--- config.mk ---
export PLATFORM = sky130hd
export DESIGN_NAME = axis_stream_fifo
export DESIGN_NICKNAME = d
export VERILOG_FILES = /design/src/rtl/axis_dma_pkg.sv /design/src/rtl/axis_fifo_ram.sv /design/src/rtl/axis_stream_fifo.sv
export SDC_FILE = /design/constraint.sdc
export NUM_CORES = 1
export LEC_CHECK = 0
export CORE_MARGIN = 2
export CORE_UTILIZATION = 30
export CTS_CLUSTER_SIZE = 20
export DETAILED_ROUTE_END_ITERATION = 6
export SLEW_MARGIN = 10
export SYNTH_ARGS = -nofsm -noshare
export SYNTH_HDL_FRONTEND = slang
export SYNTH_HIERARCHICAL = 1
export SYNTH_SLANG_ARGS = --single-unit
--- constraint.sdc ---
create_clock -name clk -period 6.9 [get_ports clk]
set_input_delay 1.38 -clock clk [delete_from_list [all_inputs] [get_ports clk]]
set_output_delay 1.38 -clock clk [all_outputs]
set_load 0.005 [all_outputs]
--- src/rtl/axis_dma_pkg.sv ---
// Shared constants and elaboration helpers for the AXI-Stream DMA buffering blocks.
package axis_dma_pkg;

    localparam int unsigned DEFAULT_DATA_WIDTH = 32;
    localparam int unsigned DEFAULT_FIFO_DEPTH = 16;

    // Address bits needed to index a memory of the given depth (at least one bit).
    function automatic int unsigned addr_width(input int unsigned depth);
        return (depth < 2) ? 1 : $clog2(depth);
    endfunction

    function automatic bit is_pow2(input int unsigned value);
        return (value != 0) && ((value & (value - 1)) == 0);
    endfunction

    // Depth must be a power of two >= 2 so the wrap-bit pointer scheme works unmodified.
    function automatic bit fifo_params_ok(input int unsigned data_width,
                                          input int unsigned depth,
                                          input int unsigned af_thresh,
                                          input int unsigned ae_thresh);
        return (data_width >= 1) && (depth >= 2) && is_pow2(depth) &&
               (af_thresh >= 1) && (af_thresh <= depth) && (ae_thresh <= depth - 1);
    endfunction

endpackage

--- src/rtl/axis_fifo_ram.sv ---
// Simple dual-port storage: synchronous write, asynchronous read for first-word-fall-through.
module axis_fifo_ram
    import axis_dma_pkg::*;
#(
    parameter int unsigned WIDTH = DEFAULT_DATA_WIDTH + 1,
    parameter int unsigned DEPTH = DEFAULT_FIFO_DEPTH
) (
    input  logic                             clk,
    input  logic                             wr_en,
    input  logic [addr_width(DEPTH)-1:0]     wr_addr,
    input  logic [WIDTH-1:0]                 wr_data,
    input  logic [addr_width(DEPTH)-1:0]     rd_addr,
    output logic [WIDTH-1:0]                 rd_data
);

    logic [WIDTH-1:0] mem [DEPTH];

    // Contents are intentionally never cleared; validity is tracked by the pointers.
    always_ff @(posedge clk) begin
        if (wr_en) begin
            mem[wr_addr] <= wr_data;
        end
    end

    assign rd_data = mem[rd_addr];

endmodule

--- src/rtl/axis_stream_fifo.sv ---
// First-word-fall-through AXI-Stream FIFO carrying TDATA+TLAST, with occupancy level,
// almost-full/almost-empty flags, stored complete-packet count and synchronous flush.
module axis_stream_fifo
    import axis_dma_pkg::*;
#(
    parameter int unsigned DATA_WIDTH = DEFAULT_DATA_WIDTH,
    parameter int unsigned FIFO_DEPTH = DEFAULT_FIFO_DEPTH,
    parameter int unsigned AF_THRESH  = 12,
    parameter int unsigned AE_THRESH  = 4
) (
    input  logic                              clk,
    input  logic                              reset,
    input  logic                              flush,
    input  logic [DATA_WIDTH-1:0]             s_axis_tdata,
    input  logic                              s_axis_tlast,
    input  logic                              s_axis_tvalid,
    output logic                              s_axis_tready,
    output logic [DATA_WIDTH-1:0]             m_axis_tdata,
    output logic                              m_axis_tlast,
    output logic                              m_axis_tvalid,
    input  logic                              m_axis_tready,
    output logic [addr_width(FIFO_DEPTH):0]   level,
    output logic                              almost_full,
    output logic                              almost_empty,
    output logic [addr_width(FIFO_DEPTH):0]   pkt_count
);

    localparam int unsigned AW = addr_width(FIFO_DEPTH);
    localparam int unsigned LW = AW + 1;

    if (!fifo_params_ok(DATA_WIDTH, FIFO_DEPTH, AF_THRESH, AE_THRESH)) begin : gen_bad_params
        $error("axis_stream_fifo: illegal DATA_WIDTH/FIFO_DEPTH/AF_THRESH/AE_THRESH");
    end

    // Pointers carry one extra wrap bit so full and empty are distinguishable.
    logic [AW:0] wr_ptr_q, wr_ptr_d;
    logic [AW:0] rd_ptr_q, rd_ptr_d;
    logic [AW:0] level_q, level_d;
    logic [AW:0] pkt_q, pkt_d;

    logic                  wr_acc, rd_acc;
    logic [DATA_WIDTH:0]   rd_word;

    // Ready/valid depend only on the registered level: no combinational input-to-output path.
    assign s_axis_tready = (level_q != LW'(FIFO_DEPTH));
    assign m_axis_tvalid = (level_q != '0);
    assign wr_acc        = s_axis_tvalid && s_axis_tready;
    assign rd_acc        = m_axis_tvalid && m_axis_tready;

    assign m_axis_tdata  = rd_word[DATA_WIDTH-1:0];
    assign m_axis_tlast  = rd_word[DATA_WIDTH];

    assign level         = level_q;
    assign pkt_count     = pkt_q;
    assign almost_full   = (level_q >= LW'(AF_THRESH));
    assign almost_empty  = (level_q <= LW'(AE_THRESH));

    // Next-state pointers, level and packet count; flush discards the cycle's handshakes.
    always_comb begin
        wr_ptr_d = wr_ptr_q + (wr_acc ? LW'(1) : LW'(0));
        rd_ptr_d = rd_ptr_q + (rd_acc ? LW'(1) : LW'(0));
        pkt_d    = pkt_q;
        unique case ({wr_acc && s_axis_tlast, rd_acc && m_axis_tlast})
            2'b10:   pkt_d = pkt_q + LW'(1);
            2'b01:   pkt_d = pkt_q - LW'(1);
            default: pkt_d = pkt_q;
        endcase
        if (flush) begin
            wr_ptr_d = '0;
            rd_ptr_d = '0;
            pkt_d    = '0;
        end
        level_d = wr_ptr_d - rd_ptr_d;
    end

    // State registers with synchronous active-high reset.
    always_ff @(posedge clk) begin
        if (reset) begin
            wr_ptr_q <= '0;
            rd_ptr_q <= '0;
            level_q  <= '0;
            pkt_q    <= '0;
        end else begin
            wr_ptr_q <= wr_ptr_d;
            rd_ptr_q <= rd_ptr_d;
            level_q  <= level_d;
            pkt_q    <= pkt_d;
        end
    end

    axis_fifo_ram #(
        .WIDTH (DATA_WIDTH + 1),
        .DEPTH (FIFO_DEPTH)
    ) u_ram (
        .clk     (clk),
        .wr_en   (wr_acc && !flush && !reset),
        .wr_addr (wr_ptr_q[AW-1:0]),
        .wr_data ({s_axis_tlast, s_axis_tdata}),
        .rd_addr (rd_ptr_q[AW-1:0]),
        .rd_data (rd_word)
    );

endmodule
==> run metrics <==
outcome completed; Worst Skew 16.7 ps; initial core utilization 0.301; vias in the first global route 10500; Post-DRT Antenna Nets 0; largest family of logic cells by synthesized area multiplexers; post-synthesis simple-gate area fraction 0.0233; Fmax achieved 203 MHz; gpl congestion 0.717; slew margin rel. 0.246; CP Data Required Time 5520 ps; CTS Buf Count 52; H-tree depth 2; num ports 85; complex-gate fraction of the synthesized area 0.0278; Seq cells post-synth 548; DRT Wirelength 46.6 mm; Total Power 6.65 mW; Die Y 269 µm; Slowest cell on crit path dfxtp_4; synthesized cell area 21000 µm²; Ant. Diodes 0; post-synthesis adder-cell area fraction 0.00904; RR Startpoint rd_ptr_q[0]; worst-path cell chain buf_4 > mux4_2 > a22oi_1 > nand2_1 > clkdlybuf4s50_1; actual slew at the worst max-slew pin 1130 ps; post-synth cell types 35; CTS max path bufs 3; initial antenna violation count 1; sequential area share after synthesis 0.773; Peak VDD IR 0.164 mV; Setup-failing EPs final 0; xor-xnor portion of the synthesized cell area 0.00541; Initial DRC Count 977; cell count after placement 1947; total global-route track usage 0.130; TritonCTS clock tree built; fin crit share 0.714; die area 72300 µm²; Sink Count 548; post-cts sizing count 0; DRC 0; Mapped Cells 944; CP Data Arrival Time 3540 ps; cts hold-fix bufs 0; clk slew on worst S/H paths 60 ps; Die X-Extent 269 µm; input/output buffers 84; largest stage delay on the critical path 890 ps; Synthesized Nets 996; Setup CP Type flip-flop to output port; mux contribution to synthesized area 0.146; area delta synth->final 17.3%; Setup TNS 0 ps; crit path from rd_ptr_q[0]; share of cells above drive strength 1 0.215; Reg2Reg Capture Point pkt_count[4]; flop2flop setup slack 2700 ps; hold crit path type flip-flop to flip-flop; dpl hpwl 25.5 mm; Wirelength per Cell 22.8 µm; worst skew pair latency 590 ps; Nets 1113; Worst Path Buf+Inv 2; post-placement cell area 23100 µm²; reg2reg path depth 12; Critical Path Sink m_axis_tdata[7]; final core occ 0.354; Yosys warnings 6; unrepaired setup endpoints after global routing no; largest net degree at the start of global routing 43; design area 24700 µm²; Crit. path cell count 5; CP Launch Type flip-flop; post-CTS setup buffers 0; Final Hold Viols 0; Root Driver clkbuf_16; total global routing overflow 0; vias per cell 4.85; max-slew violation count 0; LEAKAGE 7.50 nW; global-route wire length before repair 68.9 mm; Avg Synthesized Cell Area 22.3 µm²; CP top delay family buffers and inverters; DRT Pass-1 Iters 5; max cap viols 0; Critical Path Fanout Max 38; fin cells 2041; power density over the cells 269 nW/µm²; via count 9909; Site Rows 97; fin crit period 4920 ps; total core area 69800 µm²; crit end category output port
## report_power, final
group,total [mW],internal [mW],switching [mW]
registers,3.67,3.66,0.0161
logic,0.267,0.137,0.130
clock network,2.71,1.52,1.19
total,6.65,5.31,1.33
## worst reg2reg max path: cells and delay by family, from the launching register on
family	cells	cell delay (ps)
flops	1	890
compound gates	4	710
fa+ha+maj	2	710
simple gates	3	700
mux	1	590
buf+inv	1	430
xor+xnor	1	90
## metal layers
metal	track usage	wire length, µm	up-vias
met5	0	13	-
met2	0.219	23500	244
met4	0.0390	999	2
met1	0.173	19900	5382
met3	0.0212	2160	71
li1	-	-	4210
## how the worst min path moves through the flow
stage	depth (start not counted)	slack, ps	endpoint	from
5_1_grt	2	550	pkt_count[4]	pkt_count[4]
2_1_floorplan	2	470	pkt_count[4]	pkt_count[4]
3_5_place_dp	2	490	pkt_count[4]	pkt_count[4]
6_report	2	490	pkt_count[4]	pkt_count[4]
4_1_cts	2	490	pkt_count[4]	pkt_count[4]
3_3_place_gp	2	470	pkt_count[4]	pkt_count[4]
## registers in the layout, summed over array words and instances, names as in the netlist
name and count:
rd_ptr_q 5, pkt_count 5, u_ram/mem 528, level 5, wr_ptr_q 5
## synthesized netlist by cell type
cell      number  area [µm²]
edfxtp_1     528       15900
mux4_2       113        2540
a22oi_1       66         495
nand2_1       36         135
nor2_1        28         105
clkbuf_1      24        90.1
dfxtp_1       20         400
mux4_1        19         499
buf_2         12        60.1
ha_1          12         150
a21oi_1        7        35.0
and2_1         7        43.8
nand2b_1       7        43.8
nor3_1         7        35.0
xor2_1         7        61.3
buf_12         6         120
xnor2_1        6        52.6
a21o_1         5        37.5
nor2b_1        5        31.3
buf_1          3        11.3
nand3_1        3        15.0
and3_1         2        12.5
buf_6          2        22.5
buf_8          2        30.0
fa_1           2        40.0
mux2i_1        2        20.0
nand3_2        2        20.0
nand3b_1       2        15.0
o21ai_0        2        10.0
or3_1          2        12.5
inv_1          1        3.75
nor4_1         1        6.26
o21a_1         1        7.51
or2_2          1        6.26
or3b_2         1        8.76
## through the flow
stage                     worst slack, ps  hold WS, ps
after floorplan                      1720          474
after global placement               2470          469
after detailed placement             2370          487
after CTS                            1860          494
after global routing                 1680          546
final                                1980          486
## layout make-up
type	instances	area, µm²
clock buffers	64	1370
clock inverters	30	231
inverters	1	3.75
multi-input cells	346	4580
flip-flops and latches	548	16300
repair buffers	112	1060
well taps	940	1180
fillers	6391	45100
## layout by cell type (no fill, tap or decap), types with 8 or more instances in the layout
cell type	n
clkinv_1	13
dfxtp_1	18
edfxtp_1	528
mux4_2	113
nand2_1	36
clkdlybuf4s50_1	84
mux4_1	19
buf_4	27
clkbuf_1	11
ha_1	12
nor2_1	15
nor2_4	13
a22oi_1	66
clkinv_2	8
clkbuf_16	53
## cell families after synthesis
kind of cell,count (synthesis)
AOI/OAI and AO/OA,81
DFF,548
muxes,134
adders and majority gates,14
and+or+nand+nor,104
buffers and inverters,50
xor gates and xnor gates,13
Note: power is estimated with default switching activity, not from simulation.
